===== config.mk =====
export PLATFORM = sky130hd
export DESIGN_NAME = mem_arbiter
export DESIGN_NICKNAME = d
export VERILOG_FILES = /design/src/rtl/mem_arbiter.sv
export SDC_FILE = /design/constraint.sdc
export NUM_CORES = 1
export LEC_CHECK = 0
export CELL_PAD_IN_SITES_DETAIL_PLACEMENT = 0
export CELL_PAD_IN_SITES_GLOBAL_PLACEMENT = 1
export CORE_UTILIZATION = 17
export CTS_CLUSTER_DIAMETER = 200
export DETAILED_ROUTE_END_ITERATION = 12
export PLACE_DENSITY_LB_ADDON = 0.1
export REMOVE_ABC_BUFFERS = 1
export SYNTH_ARGS = -nofsm -noshare
export SYNTH_HDL_FRONTEND = slang
export SYNTH_SLANG_ARGS = --single-unit
export TNS_END_PERCENT = 20

===== constraint.sdc =====
create_clock -name CLK -period 6.6 [get_ports CLK]
set_input_delay 1.65 -clock CLK [delete_from_list [all_inputs] [get_ports CLK]]
set_output_delay 1.65 -clock CLK [all_outputs]
set_load 0.005 [all_outputs]

===== src/rtl/mem_arbiter.sv =====
// mem_arbiter: shares one RAM port between the instruction-fetch and data
// request sides. Data requests win arbitration unless a fetch has been held
// off for STARVE_MAX consecutive data completions. A watchdog abandons grants
// that stay BUSY for TIMEOUT cycles, and err latches any timeout or RAM ERROR.
module mem_arbiter #(
    parameter int STARVE_MAX = 4,
    parameter int TIMEOUT    = 255
) (
    input  logic        CLK,
    input  logic        nRST,
    input  logic        iREN,
    input  logic [31:0] iaddr,
    output logic [31:0] iload,
    output logic        iwait,
    input  logic        dREN,
    input  logic        dWEN,
    input  logic [31:0] daddr,
    input  logic [31:0] dstore,
    output logic [31:0] dload,
    output logic        dwait,
    output logic        ramREN,
    output logic        ramWEN,
    output logic [31:0] ramaddr,
    output logic [31:0] ramstore,
    input  logic [31:0] ramload,
    input  logic [1:0]  ramstate,
    output logic        err
);

    localparam int SW = (STARVE_MAX > 0) ? $clog2(STARVE_MAX + 1) : 1;
    localparam int WW = (TIMEOUT > 1) ? $clog2(TIMEOUT + 1) : 1;

    localparam logic [1:0] RAM_ACCESS = 2'd2;
    localparam logic [1:0] RAM_ERROR  = 2'd3;

    localparam logic [SW-1:0] STREAK_MAX = SW'(STARVE_MAX);
    localparam logic [WW-1:0] WDOG_LAST  = WW'(TIMEOUT - 1);

    typedef enum logic [1:0] {
        IDLE   = 2'd0,
        IGRANT = 2'd1,
        DGRANT = 2'd2
    } state_t;

    state_t        state;
    logic [SW-1:0] streak;
    logic [WW-1:0] wdog;

    logic dreq;
    logic ram_acc;
    logic ram_err;
    logic guard_trip;

    assign dreq       = dREN | dWEN;
    assign ram_acc    = (ramstate == RAM_ACCESS);
    assign ram_err    = (ramstate == RAM_ERROR);
    // A fetch that has waited out STARVE_MAX data completions takes the next grant.
    assign guard_trip = (streak == STREAK_MAX) && iREN;

    // Read data is shared; the wait signals say which side it belongs to.
    assign iload = ramload;
    assign dload = ramload;

    // Arbitration, completion, watchdog and starvation bookkeeping.
    always_ff @(posedge CLK or negedge nRST) begin
        if (!nRST) begin
            state  <= IDLE;
            streak <= '0;
            wdog   <= '0;
            err    <= 1'b0;
        end else begin
            case (state)
                IDLE: begin
                    if (dreq && !guard_trip) begin
                        state <= DGRANT;
                        wdog  <= '0;
                    end else if (iREN) begin
                        state <= IGRANT;
                        wdog  <= '0;
                    end
                end
                IGRANT: begin
                    if (!iREN) begin
                        state <= IDLE;
                    end else if (ram_acc) begin
                        state  <= IDLE;
                        streak <= '0;
                    end else if (ram_err || (wdog == WDOG_LAST)) begin
                        state <= IDLE;
                        err   <= 1'b1;
                    end else begin
                        wdog <= wdog + WW'(1);
                    end
                end
                DGRANT: begin
                    if (!dreq) begin
                        state <= IDLE;
                    end else if (ram_acc) begin
                        state <= IDLE;
                        if (!iREN) begin
                            streak <= '0;
                        end else if (streak != STREAK_MAX) begin
                            streak <= streak + SW'(1);
                        end
                    end else if (ram_err || (wdog == WDOG_LAST)) begin
                        state <= IDLE;
                        err   <= 1'b1;
                    end else begin
                        wdog <= wdog + WW'(1);
                    end
                end
                default: state <= IDLE;
            endcase
        end
    end

    // RAM drive and wait outputs follow the live request so a withdrawal drops
    // the strobes in the same cycle.
    always_comb begin
        ramREN   = 1'b0;
        ramWEN   = 1'b0;
        ramaddr  = 32'd0;
        ramstore = 32'd0;
        iwait    = 1'b1;
        dwait    = 1'b1;
        case (state)
            IGRANT: begin
                ramREN  = iREN;
                ramaddr = iaddr;
                iwait   = !(iREN && ram_acc);
            end
            DGRANT: begin
                ramWEN   = dWEN;
                ramREN   = dREN & ~dWEN;
                ramaddr  = daddr;
                ramstore = dstore;
                dwait    = !(dreq && ram_acc);
            end
            default: ;
        endcase
    end

endmodule


## Word-level counts from Yosys, hierarchy flattened

Cells that the tools add are included.

- Bitwise logic cells: 3
- Multiplexer cells: 32
- Eq/ne operators: 13
- Reduce and logical (&&, ||, !) cells: 14
- $add $sub $neg: 2

Operators with widths:

| kind | count |
|---|---|
| case mux 32 bit (2 select lines) | 1 |
| 2-to-1 mux 8 bit | 6 |
| 2-to-1 mux 32 bit | 1 |
| case mux 8 bit (3 select lines) | 1 |
| 2-to-1 mux 3 bit | 6 |
| 2-to-1 mux 2 bit | 6 |
| != test 3 bit, second input constant | 3 |
| adder 8 x 1 -> 8 bit, second input constant | 1 |
| == test 8 bit, second input constant | 1 |
| != test 2 bit, second input constant | 4 |
| 2-to-1 mux 1 bit | 7 |
| == test 2 bit, second input constant | 3 |
| case mux 2 bit (3 select lines) | 1 |
| case mux 3 bit (2 select lines) | 1 |
| AND reduction 6 bit | 1 |
| logical AND 1 bit | 4 |
| case mux 1 bit (2 select lines) | 2 |
| AND reduction 4 bit | 1 |
| adder 3 x 1 -> 3 bit, second input constant | 1 |
| == test 3 bit, second input constant | 1 |
| logical NOT 1 bit | 3 |
| AND reduction 3 bit | 1 |
| nonzero test 3 bit | 1 |
| == test 2 x 1 -> 1 bit, second input constant | 1 |
| 6 further kinds | 6 |

- Output and inout bits: 133
- Input port bits: 135
- Bits in registers: 14

## Longest topological paths before layout

- Depth in word-level cells: 6
- Depth in mapped cells: 8
- Gate-level depth less buffers: 6

## Least setup slack after synthesis

Ideal clock, no wire load.

- Path kind: input -> output
- Start point: input dREN
- End point: output dwait
- Path buffers: 1
- Required time: 4.950 ns
- Arrival: 2.157 ns
- Stages: 3
- Setup slack: 2.793 ns
- Cell sequence: or2_2 -> clkbuf_1 -> nand3_1

- Cells in the longest elaborated chain, start to end: 4

RTL lines:

| what | line | text |
|---|---|---|
| start, declared | 15 | `input logic dREN,` |
| bitwise OR 1 bit | 54 | `assign dreq = dREN \| dWEN;` |
| logical AND 1 bit | 137 | `dwait = !(dreq && ram_acc);` |
| logical NOT 1 bit | 137 |  |
| 2-to-1 mux 1 bit | 126 | `case (state)` |
| end, declared | 20 | `output logic dwait,` |

Every way passes these cells.

## Worst setup path in the final report

- Start point: input iREN
- End point: output ramREN

- Cells in the longest elaborated chain, start to end: 1

RTL lines:

| what | line | text |
|---|---|---|
| start, declared | 11 | `input logic iREN,` |
| case mux 1 bit (2 select lines) | 126 |  |
| end, declared | 21 | `output logic ramREN,` |

Every way passes these cells.

==> results.md <==
- The reg-to-reg setup timing slack is 4.04 ns.
- The effective utilization at floorplan is 17.7%.
- The setup clock skew after layout is 0.00478 ns.
- After synthesis, the most frequently instantiated cells are buf_4 (64), and2_1 (35), nor2_1 (35).
- The via count of the first global-routing pass is 2,374.
- At the worst endpoint, the required time is 4.95 ns.
- The max-capacitance violation count is 0.
- The endpoint identified for the worst register-to-register timing path is streak[0]$_DFFE_PN0P_.
- The total overflow left after global routing is 0.
- The all-layer global routing usage is 19.2%.
- Measured in cells, the most critical reg-to-reg path has a length of 6.
- The number of synthesized flops with an enable pin is 0.
- Yosys printed 0 warnings.
- The final worst slack is 1.69 ns.
- The die covers 0.0132 mm2.
- The number of clock buffers inserted by TritonCTS is 3.
- The flow ran to the end, and the final reports show no timing, DRC or antenna violations.
- The horizontal die dimension is 115 um.
- The area fraction of the dominant cell type after synthesis is 22.3%.
- The number of flip-flops and latches in the synthesized netlist is 14.
- The tree is rooted in a clkbuf_16.
- The count of nets after finishing is 528.
- The buffer levels on the longest clock path is 2.
- Detailed placement ended at an HPWL of 10.8 mm.
- The sequential fraction of the synthesis area is 16.2%.
- The final critical path takes up 74.4% of the cycle.
- Of the cells placed in the final design, the portion with a size suffix greater than 1 is 4.70%.
- The kind of end point of the critical path is a primary output.
- The die is 115 um tall.
- The time the final worst path needs with I/O delays and setup is 4.91 ns.
- The worst hold path terminates at err$_DFFE_PN0P_.
- In this run the mean area of a mapped cell was 7.42 um2.
- Summed over all nets, the switching power comes to 0.509 mW.
- The worst slew slack as a fraction of its limit is 45.8%.
- The leakage component of the power is 1.32 nW.
- The final antenna-violating net count is 0.
- After synthesis the cells add up to 0.00216 mm2.
- Post-CTS timing repair inserted 0 buffers for setup.
- The detail-routed via count per cell is 4.53.
- After the first detailed-routing iteration, the DRC count stood at 135.
- The count of cells resized by post-cts repair is 0.
- Among all cell types in the netlist, the one instantiated most often is buf_4.
- The share of synthesized flip-flops with an asynchronous set or reset is 100%.
- The critical setup path kind is primary input to primary output.
- The highest fanout seen on the critical path is 9.
- The path category of the worst min-delay check is flop to flop.
- Summed over all failing endpoints, the final setup total negative slack is 0 ns.
- The area of the core is 0.0122 mm2.
- The global placer's final weighted congestion is 0.793.
- OpenSTA, run right after detailed placement, puts the worst setup slack at 1.68 ns.
- The clock net in this run drives a total of 14 sinks.
- The worst setup path is launched from a primary input.
- The top flip-flop cell by instance count after synthesis is dfrtp_1.
- Of the total power, the share spent switching nets is 44.1%.
- By area the synthesized netlist is led by buf_4 (22%), dfrtp_1 (16%), a22oi_1 (11%).
- The number of different library cells used by synthesis comes to 44.
- From synthesis to final layout, the design area changed by 67.0%.
- The max-slew violation count was 0.
- The clock tree from TritonCTS is done.
- The number of endpoints with negative hold slack in the final report came to 0.
- The number of instances in the synthesized netlist is 291.
- The pre-antenna-repair detailed-routing pass consisted of 4 iterations.
- Based on the critical path, the design can be clocked at up to 0.204 GHz.
- Setup violations remaining at the end of the flow were counted as 0.
- Buffers inserted to repair hold after CTS numbered 0.
- Port buffering added 171 buffers.
- The maximum level of the CTS H-tree is 1.
- The clock network is responsible for 9.8% of the overall power.
- The first global-routing pass estimated 17.7 mm of wire.
- In this run the core area contains 40 standard-cell rows.
- The data arrival time of the critical path is 3.26 ns.
- The count of unresolved DRC violations after routing is 0.
- The number of top-level design ports is 268.
- Setup repair after global routing left no endpoint under its margin.
- The maximum number of pins on one net before global-route repair is 48.
- The design draws 1.16 mW.
- The source-to-sink clock delay at the later pin of the worst-skew pair is 0.24 ns.
- For this design the ratio of total power to cell area is 321 mW/mm2.
- Along the worst hold path, the cell count comes to 1.
- The detailed router placed 2,502 vias in this run.
- The initial antenna violation count was 2.
- The internal power of the cells totals 0.647 mW.
- Of the total power, combinational logic draws 78.9%.
- The worst-case IR drop observed on VDD is 0.000179 V.
- Summed over all instances, the cell type with the most area after synthesis is buf_4.
- The routed wire length is 13.3 mm.
- The clock slew at the register clock pins of the worst setup and hold paths is 0.04 ns.
- The critical register-to-register path startpoint is state[0]$_DFFE_PN0N_.
- In the final routed layout, each cell accounts on average for 24.1 um.
- In this run, flip-flops and latches consume 11.3% of the power.
- The startpoint identified for the worst hold timing path is err$_DFFE_PN0P_.
- At the pin with the least slew margin, the transition time is 0.813 ns.
## power groups by stage
stage               logic (mW)  clock network, mW  registers (mW)
finish                   0.913              0.113           0.130
global route             0.989              0.120           0.135
CTS                      0.936              0.117           0.131
detailed placement       0.932                  0           0.132
global placement         0.940                  0           0.131
floorplan                0.391                  0           0.126
## registers in the layout, indices dropped and copies added (netlist names)
| signal | flops |
|---|---|
| err | 1 |
| streak | 3 |
| state | 2 |
| wdog | 8 |
## cell families (layout without fill, tap and decap cells)
family | count (synthesis) | in the layout | synth area share, %
compound gates | 67 | 67 | 23.0
simple gates | 109 | 109 | 27.4
buf+inv | 91 | 183 | 27.8
fa+ha+maj | 8 | 8 | 4.64
flops | 14 | 14 | 16.2
other cells | 0 | 1 | 0
mux | 2 | 2 | 0.985
## worst max-delay path by stage
stage,from,to,slack (ns),cells after the start
after floorplan,dREN,dwait,2.88,2
after global placement,ramstate[1],dwait,1.70,4
after detailed placement,ramstate[1],dwait,1.68,4
after CTS,iREN,ramREN,1.67,4
after global routing,ramstate[1],iwait,1.53,4
final,iREN,ramREN,1.69,4
## area by class of cell
class / count / area (um2)
repair buffers: 173 / 1730
flip-flops and latches: 14 / 350
inverters: 7 / 26.3
clock buffers: 3 / 75.1
well taps: 168 / 210
diodes: 1 / 2.50
multi-input cells: 186 / 1210
fillers: 1360 / 8610
## critical path: stages
cell             delay [ns]
clkdlybuf4s50_1        0.67
nand2_1                0.14
a21oi_1                0.22
clkdlybuf4s50_1        0.58
## stage by stage
stage | area (um2) | cells | hold slack (ns) | utilization [%]
floorplan | 1590 | 207 | 0.466 | -
global placement | 3530 | 548 | 0.501 | 28.9
detailed placement | 3530 | 548 | 0.505 | 28.9
CTS | 3600 | 551 | 0.515 | 29.5
global route | 3600 | 551 | 0.518 | 29.5
finish | 3600 | 552 | 0.496 | 29.5
## metal layers
| metal | vias to the layer above | part of all wire (%) | global-route usage, % |
|---|---|---|---|
| met4 | 0 | 1.1 | 3.20 |
| met1 | 1186 | 36 | 20.2 |
| li1 | 1131 | - | - |
| met5 | - | 0 | 2.35 |
| met3 | 9 | 15 | 11.9 |
| met2 | 176 | 48 | 32.7 |
## layout by cell type, fill, tap and decap left out, drive strengths merged, types with 2 or more instances in the layout
cell,instances
clkdlybuf4s50,171
nor2,35
and2,35
a22oi,33
dfrtp,14
nand2,14
a21oi,8
ha,8
inv,7
nand3,6
o21ai,5
nor2b,4
a22o,4
o41ai,3
clkbuf,3
nand4b,3
nand3b,2
and3,2
o31ai,2
a31o,2
a2bb2oi,2
buf,2
(Power assumes the default switching activity.)
